<file path="src/rtl/adia_seq_pkg.sv">
// Shared types for the adiabatic operand sequencer: power-clock phase
// encoding, sequencer FSM states and the phase-counter width helper.
package adia_seq_pkg;

    typedef enum logic [1:0] {
        PH_OFF  = 2'b00,
        PH_RISE = 2'b01,
        PH_HIGH = 2'b10,
        PH_FALL = 2'b11
    } phase_e;

    typedef enum logic [2:0] {
        S_IDLE,
        S_LOAD,
        S_UP0,
        S_UP1,
        S_EVAL,
        S_DN1,
        S_DN0
    } state_e;

    function automatic int cnt_w(input int n);
        return (n > 1) ? $clog2(n) : 1;
    endfunction

endpackage

</file>
<file path="src/rtl/adia_op_sequencer_if.sv">
// Operand-in and result-out valid/ready handshakes of the sequencer.
// master = upstream/downstream environment, slave = the sequencer.
interface adia_op_sequencer_if #(
    parameter int WIDTH = 16
);
    logic             in_valid;
    logic             in_ready;
    logic [WIDTH-1:0] in_a;
    logic [WIDTH-1:0] in_b;
    logic             res_valid;
    logic             res_ready;
    logic [WIDTH-1:0] res_data;

    modport master (
        output in_valid, in_a, in_b, res_ready,
        input  in_ready, res_valid, res_data
    );

    modport slave (
        input  in_valid, in_a, in_b, res_ready,
        output in_ready, res_valid, res_data
    );
endinterface

</file>
<file path="src/rtl/adia_phase_timer.sv">
// Phase dwell counter: counts 0..PHASE_CYCLES-1, wraps on terminal count.
// Latency: tc_o is a decode of the registered count (same-cycle).
// Backpressure: frz_i holds the count; clr_i (higher priority) forces 0.
module adia_phase_timer
    import adia_seq_pkg::*;
#(
    parameter int PHASE_CYCLES = 4
) (
    input  logic clk,
    input  logic rst_n,
    input  logic clr_i,
    input  logic frz_i,
    output logic tc_o
);
    localparam int            CW   = cnt_w(PHASE_CYCLES);
    localparam logic [CW-1:0] LAST = CW'(PHASE_CYCLES - 1);

    logic [CW-1:0] cnt_q, cnt_d;

    always_comb begin
        cnt_d = cnt_q;
        if (clr_i) begin
            cnt_d = '0;
        end else if (!frz_i) begin
            cnt_d = (cnt_q == LAST) ? '0 : cnt_q + CW'(1);
        end
    end

    always_ff @(posedge clk or negedge rst_n) begin
        if (!rst_n) begin
            cnt_q <= '0;
        end else begin
            cnt_q <= cnt_d;
        end
    end

    assign tc_o = (cnt_q == LAST);

endmodule

</file>
<file path="src/rtl/adia_op_sequencer.sv">
// Sequences one adiabatic AND evaluation: load operands, ramp power clocks, sample, ramp down.
// Latency: LOAD 1 cycle + 5 phases of PHASE_CYCLES; result registered on last EVAL cycle.
// Backpressure: a full result buffer holds EVAL (HIGH/HIGH) until drained. Optional ADIA_SEQ_CHECK_EN.
module adia_op_sequencer
    import adia_seq_pkg::*;
#(
    parameter int WIDTH        = 16,
    parameter int PHASE_CYCLES = 4
) (
    input  logic                 clk,
    input  logic                 rst_n,
    adia_op_sequencer_if.slave   bus,
    output logic [WIDTH-1:0]     op_a,
    output logic [WIDTH-1:0]     op_b,
    output logic [1:0]           phase0,
    output logic [1:0]           phase1,
    input  logic [WIDTH-1:0]     eval_data,
    output logic                 err
);
    state_e           state_q, state_d;
    phase_e           ph0, ph1;
    logic [WIDTH-1:0] op_a_q, op_a_d, op_b_q, op_b_d;
    logic [WIDTH-1:0] res_data_q, res_data_d;
    logic             res_valid_q, res_valid_d;
    logic             take, tc, stall, sample, tmr_clr, tmr_frz;

    assign take   = bus.in_valid && (state_q == S_IDLE);
    assign stall  = res_valid_q && !bus.res_ready;
    assign sample = (state_q == S_EVAL) && tc && !stall;

    always_comb begin
        state_d = state_q;
        ph0     = PH_OFF;
        ph1     = PH_OFF;
        unique case (state_q)
            S_IDLE: if (take) state_d = S_LOAD;
            S_LOAD: state_d = S_UP0;
            S_UP0: begin
                ph0 = PH_RISE;
                if (tc) state_d = S_UP1;
            end
            S_UP1: begin
                ph0 = PH_HIGH;
                ph1 = PH_RISE;
                if (tc) state_d = S_EVAL;
            end
            S_EVAL: begin
                ph0 = PH_HIGH;
                ph1 = PH_HIGH;
                if (sample) state_d = S_DN1;
            end
            S_DN1: begin
                ph0 = PH_HIGH;
                ph1 = PH_FALL;
                if (tc) state_d = S_DN0;
            end
            S_DN0: begin
                ph0 = PH_FALL;
                if (tc) state_d = S_IDLE;
            end
            default: state_d = S_IDLE;
        endcase
    end

    // Freeze only at terminal count: a pending result earlier in EVAL must not stop the dwell.
    assign tmr_clr = (state_d != state_q) || (state_q inside {S_IDLE, S_LOAD});
    assign tmr_frz = (state_q == S_EVAL) && tc && stall;

    adia_phase_timer #(
        .PHASE_CYCLES (PHASE_CYCLES)
    ) u_timer (
        .clk   (clk),
        .rst_n (rst_n),
        .clr_i (tmr_clr),
        .frz_i (tmr_frz),
        .tc_o  (tc)
    );

    always_comb begin
        op_a_d      = take   ? bus.in_a  : op_a_q;
        op_b_d      = take   ? bus.in_b  : op_b_q;
        res_data_d  = sample ? eval_data : res_data_q;
        res_valid_d = sample || (res_valid_q && !bus.res_ready);
    end

    always_ff @(posedge clk or negedge rst_n) begin
        if (!rst_n) begin
            state_q     <= S_IDLE;
            op_a_q      <= '0;
            op_b_q      <= '0;
            res_data_q  <= '0;
            res_valid_q <= 1'b0;
        end else begin
            state_q     <= state_d;
            op_a_q      <= op_a_d;
            op_b_q      <= op_b_d;
            res_data_q  <= res_data_d;
            res_valid_q <= res_valid_d;
        end
    end

`ifdef ADIA_SEQ_CHECK_EN
    logic err_q;

    always_ff @(posedge clk or negedge rst_n) begin
        if (!rst_n) begin
            err_q <= 1'b0;
        end else if (sample && (eval_data != (op_a_q & op_b_q))) begin
            err_q <= 1'b1;
        end
    end

    assign err = err_q;
`else
    assign err = 1'b0;
`endif

    assign bus.in_ready  = (state_q == S_IDLE);
    assign bus.res_valid = res_valid_q;
    assign bus.res_data  = res_data_q;
    assign op_a          = op_a_q;
    assign op_b          = op_b_q;
    assign phase0        = ph0;
    assign phase1        = ph1;

endmodule

</file>
<file path="src/flat_wrapper.sv">
// flat-port wrapper written by rule: the top's interface ports become plain ports
module adia_op_sequencer_flat import adia_seq_pkg::*;
#(
    parameter int WIDTH        = 16,
    parameter int PHASE_CYCLES = 4
)
  (clk, rst_n, op_a, op_b, phase0, phase1, eval_data, err, bus_in_valid, bus_in_a, bus_in_b, bus_res_ready, bus_in_ready, bus_res_valid, bus_res_data);
  adia_op_sequencer_if #(.WIDTH(WIDTH)) bus_i ();
  input  logic clk;
  input  logic rst_n;
  output logic [WIDTH-1:0] op_a;
  output logic [WIDTH-1:0] op_b;
  output logic [1:0] phase0;
  output logic [1:0] phase1;
  input  logic [WIDTH-1:0] eval_data;
  output logic err;
  input wire logic [$bits(bus_i.in_valid)-1:0] bus_in_valid;
  input wire logic [$bits(bus_i.in_a)-1:0] bus_in_a;
  input wire logic [$bits(bus_i.in_b)-1:0] bus_in_b;
  input wire logic [$bits(bus_i.res_ready)-1:0] bus_res_ready;
  output wire logic [$bits(bus_i.in_ready)-1:0] bus_in_ready;
  output wire logic [$bits(bus_i.res_valid)-1:0] bus_res_valid;
  output wire logic [$bits(bus_i.res_data)-1:0] bus_res_data;
  assign bus_i.in_valid = bus_in_valid;
  assign bus_i.in_a = bus_in_a;
  assign bus_i.in_b = bus_in_b;
  assign bus_i.res_ready = bus_res_ready;
  assign bus_in_ready = bus_i.in_ready;
  assign bus_res_valid = bus_i.res_valid;
  assign bus_res_data = bus_i.res_data;
  adia_op_sequencer #(.WIDTH(WIDTH), .PHASE_CYCLES(PHASE_CYCLES)) u_core (.clk(clk), .rst_n(rst_n), .bus(bus_i), .op_a(op_a), .op_b(op_b), .phase0(phase0), .phase1(phase1), .eval_data(eval_data), .err(err));
endmodule
</file>
<file path="config.mk">
export PLATFORM = sky130hd
export DESIGN_NAME = adia_op_sequencer_flat
export DESIGN_NICKNAME = d
export VERILOG_FILES = /design/src/rtl/adia_seq_pkg.sv /design/src/rtl/adia_op_sequencer_if.sv /design/src/rtl/adia_phase_timer.sv /design/src/rtl/adia_op_sequencer.sv /design/src/flat_wrapper.sv
export SDC_FILE = /design/constraint.sdc
export NUM_CORES = 1
export LEC_CHECK = 0
export ABC_AREA = 1
export CORE_MARGIN = 3
export CORE_UTILIZATION = 44
export CTS_BUF_LIST = sky130_fd_sc_hd__clkbuf_16
export CTS_CLUSTER_SIZE = 28
export DETAILED_ROUTE_END_ITERATION = 12
export GPL_ROUTABILITY_DRIVEN = 0
export PLACE_DENSITY = 0.92
export RECOVER_POWER = 100
export SLEW_MARGIN = 15
export SYNTH_ARGS = -nofsm -noshare
export SYNTH_HDL_FRONTEND = slang
export SYNTH_SLANG_ARGS = --single-unit
</file>
<file path="constraint.sdc">
create_clock -name clk -period 2.71 [get_ports clk]
set_input_delay 0.542 -clock clk [delete_from_list [all_inputs] [get_ports clk]]
set_output_delay 0.542 -clock clk [all_outputs]
set_load 0.005 [all_outputs]
</file>
==> impl_metrics.yaml, run 1 <==
logic_synthesis:
  ys_warn_count: 0
  synthesis.instances: 270
  syn_area_um2: 2315
  syn-mean-instance-area_um2: 8.573
  ys_seq_area_share_pct: 58.38
  synth_top_area_share_pct: 58.38
  synth.area.top_cells: "dfrtp_1, nand2_1, nand3_1"
  netlist.top_cell.by_area: "dfrtp_1"
  mappedNetlistNets: 323
  yosysUniqueCellTypes: 23
  synth-seq-cells: 54
global_routing:
  grt_overflow: 0
  grt_pass1_wl_um: 9853
  grt_use_total_pct: 20.03
  antenna_found_initial: 0
  grt_max_degree: 55
  grt_pass1_vias: 2121
timing:
  fmax_ghz: 0.4269
  setup_tns_ps: 0
  slew-limit-headroom_pct: 13.39
  finClkSkew_ps: 6.165
  fin_crit_ps: 2342
  maxSlewViolCount: 0
  tightest_slew_ps: 1299
  final_hold_viol_count: 0
  finalCritPeriodShare_pct: 86.44
  setup_viol: 0
  rsz0062_at_grt: "false"
clock_tree:
  clk_latency_ps: 280
  clkTransAtPathRegs_ps: 70
  ctsHtreeMaxLevel: 2
  hold_buffers: 0
  ctsResizeCount: 0
  postCtsSetupBuffers: 0
  clk_path_buf_depth: 2
  root_buffer: "clkbuf_16"
  cts.sinks: 54
  cts_buffers: 5
  tritoncts: "done"
setup_path:
  critPathMaxFanout: 8
  path_class: "reg2out"
  end_kind: "output port"
  crit_arrival_ps: 1800
  worstPathRequired_ps: 2170
  r2r_cells: 6
  worstSetupStartpointType: "register"
power_and_ir_drop:
  p_sw_share_pct: 33.18
  total_power_mw: 3.231
  pwr-share-clk_pct: 18.7
  power_leakage_nw: 1.760
  ir_worst_vdd_mv: 0.4983
  p_sw_mw: 1.072
  combPwrFrac_pct: 40.3
  internal_power_mw: 2.159
  powerDensity_nw_per_um2: 922.1
  p_seq_share_pct: 41.0
place:
  dp_hpwl_um: 4302
  port_buffers: 105
drt:
  dr_wl_met3_um: 287
  num_vias: 2088
  drt_wl_total_um: 5755
  top_layer_used: "met4"
  first_pass_iters: 4
  drtAntennaViolNets: 0
  met1_length_um: 2437
  drc_errors: 0
  wire_per_inst_um: 13.11
  drt-initial-drc-count: 128
  wl_met2_um: 2945
  viasPerCell: 4.756
worst_hold_path:
  hold_depth: 2
  min_path_type: "reg2reg"
floorplanning:
  core_area_um2: 4911
  die-area_um2: 6167
  die_h_um: 78.53
  start_util_pct: 47.13
  die_w_um: 78.53
  num_io_pins: 107
  fp-row-count: 25
layout:
  filler_cell_count: 393
  layout-drive-gt1-share_pct: 4.570
  areaGrowthSynthToFinish_pct: 51.41
  fin_util_pct: 71.36
  nets: 424
  antenna_cells: 0
outcome:
  outcome: "completed"
flow_run:
  drv_cap: 0
[critical path, stage by stage (launching register included)]
cell and delay (ps):
dfrtp_1 510, inv_1 170, o21ai_0 250, dlygate4sd3_1 600
[placed cells by master (no fill, tap or decap), types with 2 or more instances in the layout]
cell / n
nor2_1: 10
buf_4: 2
clkdlybuf4s50_1: 50
dfrtp_1: 54
clkbuf_16: 5
dlygate4sd3_1: 54
nand3_1: 38
nand2_1: 126
nor2_4: 3
o21ai_0: 5
inv_1: 11
[routing by layer]
metal  up-vias  GRT usage [%]
met5         -              0
met4         0          5.245
met3         8          4.358
met2        65          33.87
met1       969          26.05
li1       1046              -
[synth_stat cells]
library cell    n
a21oi_1         1
and3_1          1
buf_1           2
buf_2           5
buf_4           4
buf_6           2
clkbuf_1        2
clkinv_2        1
conb_1          1
dfrtp_1        54
ha_1            1
inv_1           7
inv_2           3
nand2_1       126
nand3_1        37
nand3_2         1
nand3_4         1
nand4_1         1
nor2_1         10
nor2_4          3
o21ai_0         5
o22ai_1         1
or2_2           1
[state kept, by name, indices dropped and copies added (netlist names)]
signal and count:
u_core.u_timer.cnt_q 2, u_core.bus.res_valid 1, u_core.state_q 3, u_core.op_b 16, u_core.bus.res_data 16, u_core.op_a 16
[power by group through the flow]
stage	Clock [mW]	Combinational, mW	Sequential (mW)
after floorplan	0	0.629	1.32
after global placement	0	1.39	1.34
after detailed placement	0	1.45	1.34
after CTS	0.617	1.45	1.34
after global routing	0.661	1.46	1.37
final	0.605	1.30	1.32
[cell families after synthesis]
logic type,count (synthesis),synth area share (%)
AND/OR/NAND/NOR,181,33.51
flip-flops,54,58.38
buffers and inverters,26,5.838
AO/OA/AOI/OAI,7,1.567
adder cells (fa/ha/maj),1,0.5405
other,1,0.1620
[stage by stage]
stage          hold slack [ps]  setup WS, ps  std cells  area [um2]
3_5_place_dp             464.3         719.5        431        3382
4_1_cts                  403.2         419.2        439        3525
5_1_grt                  496.8         187.3        439        3505
2_1_floorplan            246.4          1205        270        2315
6_report                 471.0         367.5        439        3505
3_3_place_gp             463.1         773.2        431        3382
[path summary, 6_finish.rpt]
kind | start | to | slack [ps]
setup / recovery | u_core.state_q[0]$_DFF_PN0_ | phase1[0] | 370
max in group asynchronous | rst_n | u_core.op_a[10]$_DFFE_PN0P_ | 1320
min in group asynchronous | rst_n | u_core.bus.res_data[2]$_DFFE_PN0P_ | 620
hold / removal | u_core.bus.res_data[14]$_DFFE_PN0P_ | u_core.bus.res_data[14]$_DFFE_PN0P_ | 470
setup reg to reg | u_core.state_q[0]$_DFF_PN0_ | u_core.op_a[6]$_DFFE_PN0P_ | 460
hold reg to reg | u_core.bus.res_data[14]$_DFFE_PN0P_ | u_core.bus.res_data[14]$_DFFE_PN0P_ | 470
[final cells by class]
class | instances | area (um2) | area share [%]
multi-input combinational | 190 | 815.8 | 23.28
clock buffer | 5 | 125.1 | 3.570
clock inverter | 3 | 17.52 | 0.4998
inverter | 11 | 41.29 | 1.178
timing repair buffer | 109 | 1070 | 30.52
tap | 67 | 83.83 | 2.392
sequential | 54 | 1351 | 38.56
Note: power is estimated with default switching activity, not from simulation.
==> inputs of run 2 (changes only) <==
--- a/config.mk
+++ b/config.mk
@@ -5,14 +5,14 @@
 export SDC_FILE = /design/constraint.sdc
 export NUM_CORES = 1
 export LEC_CHECK = 0
-export ABC_AREA = 1
+export ABC_AREA = 0
 export CORE_MARGIN = 3
 export CORE_UTILIZATION = 44
 export CTS_BUF_LIST = sky130_fd_sc_hd__clkbuf_16
 export CTS_CLUSTER_SIZE = 28
 export DETAILED_ROUTE_END_ITERATION = 12
 export GPL_ROUTABILITY_DRIVEN = 0
-export PLACE_DENSITY = 0.92
+export PLACE_DENSITY = 0.93
 export RECOVER_POWER = 100
 export SLEW_MARGIN = 15
 export SYNTH_ARGS = -nofsm -noshare
==> constraint.sdc (replaced) <==
create_clock -name clk -period 2.71 [get_ports clk]
set_input_delay 0.813 -clock clk [delete_from_list [all_inputs] [get_ports clk]]
set_output_delay 0.813 -clock clk [all_outputs]
set_load 0.005 [all_outputs]
==> run 2 against run 1 <==
  * Combinational power fell by 5%
  * Area after synthesis down 3.5%
  * Sequential share of layout area rose by 0.79 points
  * Non-clock buffer count shrank 2
  * Maximum frequency shrank 7.7%
  * Final cell count shrank 28%
  * Sequential power hardly changed
  * Global-route usage decreased by 3.7 points
  * Count of clock-buffer cells in the layout unchanged
  * Largest cell class unchanged
==> impl_metrics.yaml, run 2 <==
layout:
  multi_input_area_um2: 752.0
  nets: 301
  antenna_cells: 0
  layout.cells.non_filler: 316
  final_cell_mix: "dlygate4sd3_1, dfrtp_1, clkdlybuf4s50_1, mux2_2, mux2_1"
  areaGrowthSynthToFinish_pct: 53.70
  filler_cell_count: 347
  seq_area_um2: 1351
  layout-drive-gt1-share_pct: 19.68
power_and_ir_drop:
  p_sw_mw: 0.8545
  ir_worst_vdd_mv: 0.4441
  total_power_mw: 3.362
  powerDensity_nw_per_um2: 979.0
  p_seq_share_pct: 39.5
  combPwrFrac_pct: 37.0
  p_sw_share_pct: 25.41
  pwr-share-clk_pct: 23.6
  power_leakage_nw: 1.468
  internal_power_mw: 2.508
timing:
  fmax_ghz: 0.3939
  setup_tns_ps: 0
  fin_crit_ps: 2539
  final_hold_viol_count: 0
  maxSlewViolCount: 0
  slew-limit-headroom_pct: 21.75
  setup_viol: 0
  finalCritPeriodShare_pct: 93.68
  tightest_slew_ps: 1174
  rsz0062_at_grt: "false"
  finClkSkew_ps: 5.736
outcome:
  outcome: "completed"
logic_synthesis:
  async_reset_ff_share_pct: 100.0
  ys.flop_type: "dfrtp_1"
  synthesis.instances: 145
  synth_edf_count: 0
  synth_top_area_share_pct: 60.47
  yosysUniqueCellTypes: 32
  syn_area_um2: 2235
  ys_warn_count: 0
  yosysMostFrequentCell: "dfrtp_1"
  synthTopCellsByCount: "dfrtp_1, mux2_2, mux2_4, nand2_1, buf_4"
  synth.area.top_cells: "dfrtp_1, mux2_2, mux2_4"
  netlist.top_cell.by_area: "dfrtp_1"
  synth-seq-cells: 54
  ys_seq_area_share_pct: 60.47
  syn-mean-instance-area_um2: 15.41
  mappedNetlistNets: 198
setup_path:
  rr_endpoint: "u_core.op_b[3]$_DFFE_PN0P_"
  r2r_cells: 4
  cp_num_cells: 4
  critical-path-top-delay-family: "buffers and inverters"
  startpoint: "u_core.state_q[2]$_DFF_PN0_"
  worstPathRequired_ps: 1900
  crit_arrival_ps: 1730
  path_class: "reg2out"
  reg2reg_from: "u_core.state_q[1]$_DFF_PN0_"
  cp_cell_sequence: "xor2_1 -> nand2_1 -> inv_1 -> clkdlybuf4s50_1"
  critPathSlowestCell: "dfrtp_1"
  worstSetupEndpoint: "phase1[0]"
  critPathMaxFanout: 11
  critPathMaxStageDelay_ps: 580
  end_kind: "output port"
  rrSetupSlack_ps: 540
  worstSetupStartpointType: "register"
  crit_buf_inv: 2
place:
  port_buffers: 105
  dp_cells: 308
  dp_hpwl_um: 3418
floorplanning:
  die_w_um: 77.27
  start_util_pct: 46.39
  num_io_pins: 107
  core_area_um2: 4817
  die-area_um2: 5970
  fp-row-count: 25
  die_h_um: 77.27
clock_tree:
  ctsHtreeMaxLevel: 2
  clk_path_buf_depth: 2
  ctsResizeCount: 0
  cts_buffers: 5
  hold_buffers: 0
  tritoncts: "done"
  clk_latency_ps: 290
  postCtsSetupBuffers: 0
  cts.sinks: 54
  root_buffer: "clkbuf_16"
  clkTransAtPathRegs_ps: 60
drt:
  viasPerCell: 4.870
  first_pass_iters: 4
  num_vias: 1539
  drt-initial-drc-count: 36
  drt_wl_total_um: 4518
  drtAntennaViolNets: 0
  wire_per_inst_um: 14.30
  drc_errors: 0
global_routing:
  grt_max_degree: 33
  grt_pass1_vias: 1586
  grt_pass1_wl_um: 7665
  antenna_found_initial: 0
  grt_use_total_pct: 16.31
  grt_overflow: 0
flow_run:
  drv_cap: 0
worst_hold_path:
  min_path_type: "reg2reg"
[run 2: changes by cell type in the layout (fill, tap and decap cells not counted), sizes merged, moves of 3 or more]
cell / change
nand2: -121
mux2: +48
nand3: -37
inv: -11
nor2: -11
buf: -3
o21ai: -3
[run 2: final cells by class]
class                   instances  area share (%)
well taps                      67           2.441
multi-input cells              79           21.89
clock inverters                 3           1.858
flip-flops and latches         54           39.34
inverters                       1          0.1093
repair buffers                107           30.71
clock buffers                   5           3.643
[run 2: layer usage]
layer / GRT usage, % / up-vias / wire, um
li1: - / 711 / -
met1: 21.76 / 742 / 1922
met2: 24.44 / 79 / 2064
met3: 6.338 / 7 / 469
met4: 5.338 / 0 / 62
met5: 0 / - / 0
[run 2: power groups by stage]
| stage | Clock [mW] | Sequential, mW | Combinational, mW |
|---|---|---|---|
| global placement | 0 | 1.34 | 1.38 |
| detailed placement | 0 | 1.36 | 1.42 |
| CTS | 0.816 | 1.35 | 1.43 |
| floorplan | 0 | 1.33 | 0.610 |
| global route | 0.851 | 1.38 | 1.35 |
| finish | 0.793 | 1.33 | 1.24 |
[run 2: how the worst min path moves through the flow]
stage                                              startpoint                                   to  slack [ps]  cells after the start
after floorplan           u_core.u_timer.cnt_q[1]$_DFFE_PN0P_  u_core.u_timer.cnt_q[1]$_DFFE_PN0P_         480                      1
after global placement             u_core.op_b[1]$_DFFE_PN0P_           u_core.op_b[1]$_DFFE_PN0P_         470                      1
after detailed placement           u_core.op_b[1]$_DFFE_PN0P_           u_core.op_b[1]$_DFFE_PN0P_         480                      1
after CTS                          u_core.op_b[1]$_DFFE_PN0P_           u_core.op_b[1]$_DFFE_PN0P_         500                      1
after global routing      u_core.bus.res_data[12]$_DFFE_PN0P_  u_core.bus.res_data[12]$_DFFE_PN0P_         510                      1
final                              u_core.op_b[1]$_DFFE_PN0P_           u_core.op_b[1]$_DFFE_PN0P_         480                      1
[run 2: metrics by stage]
| step | hold slack [ps] | instance area (um2) | worst slack, ps | utilization, % |
|---|---|---|---|---|
| after floorplan | 477.1 | 2235 | 946.5 | - |
| after global placement | 469.5 | 3318 | 528.4 | 68.88 |
| after detailed placement | 480.6 | 3318 | 486.3 | 68.88 |
| after CTS | 495.4 | 3507 | 155.1 | 72.81 |
| after global routing | 507.2 | 3435 | 59.42 | 71.30 |
| final | 483.4 | 3435 | 171.2 | 71.30 |
[run 2: cells by family after synthesis]
| logic type | count (synthesis) | synth area share [%] |
|---|---|---|
| DFF | 54 | 60.47 |
| muxes | 49 | 26.15 |
| and+or+nand+nor | 19 | 5.656 |
| buffers and inverters | 12 | 4.031 |
| AOI/OAI and AO/OA | 7 | 2.184 |
| xor gates and xnor gates | 2 | 0.7840 |
| adders and majority gates | 1 | 0.5598 |
| other | 1 | 0.1678 |
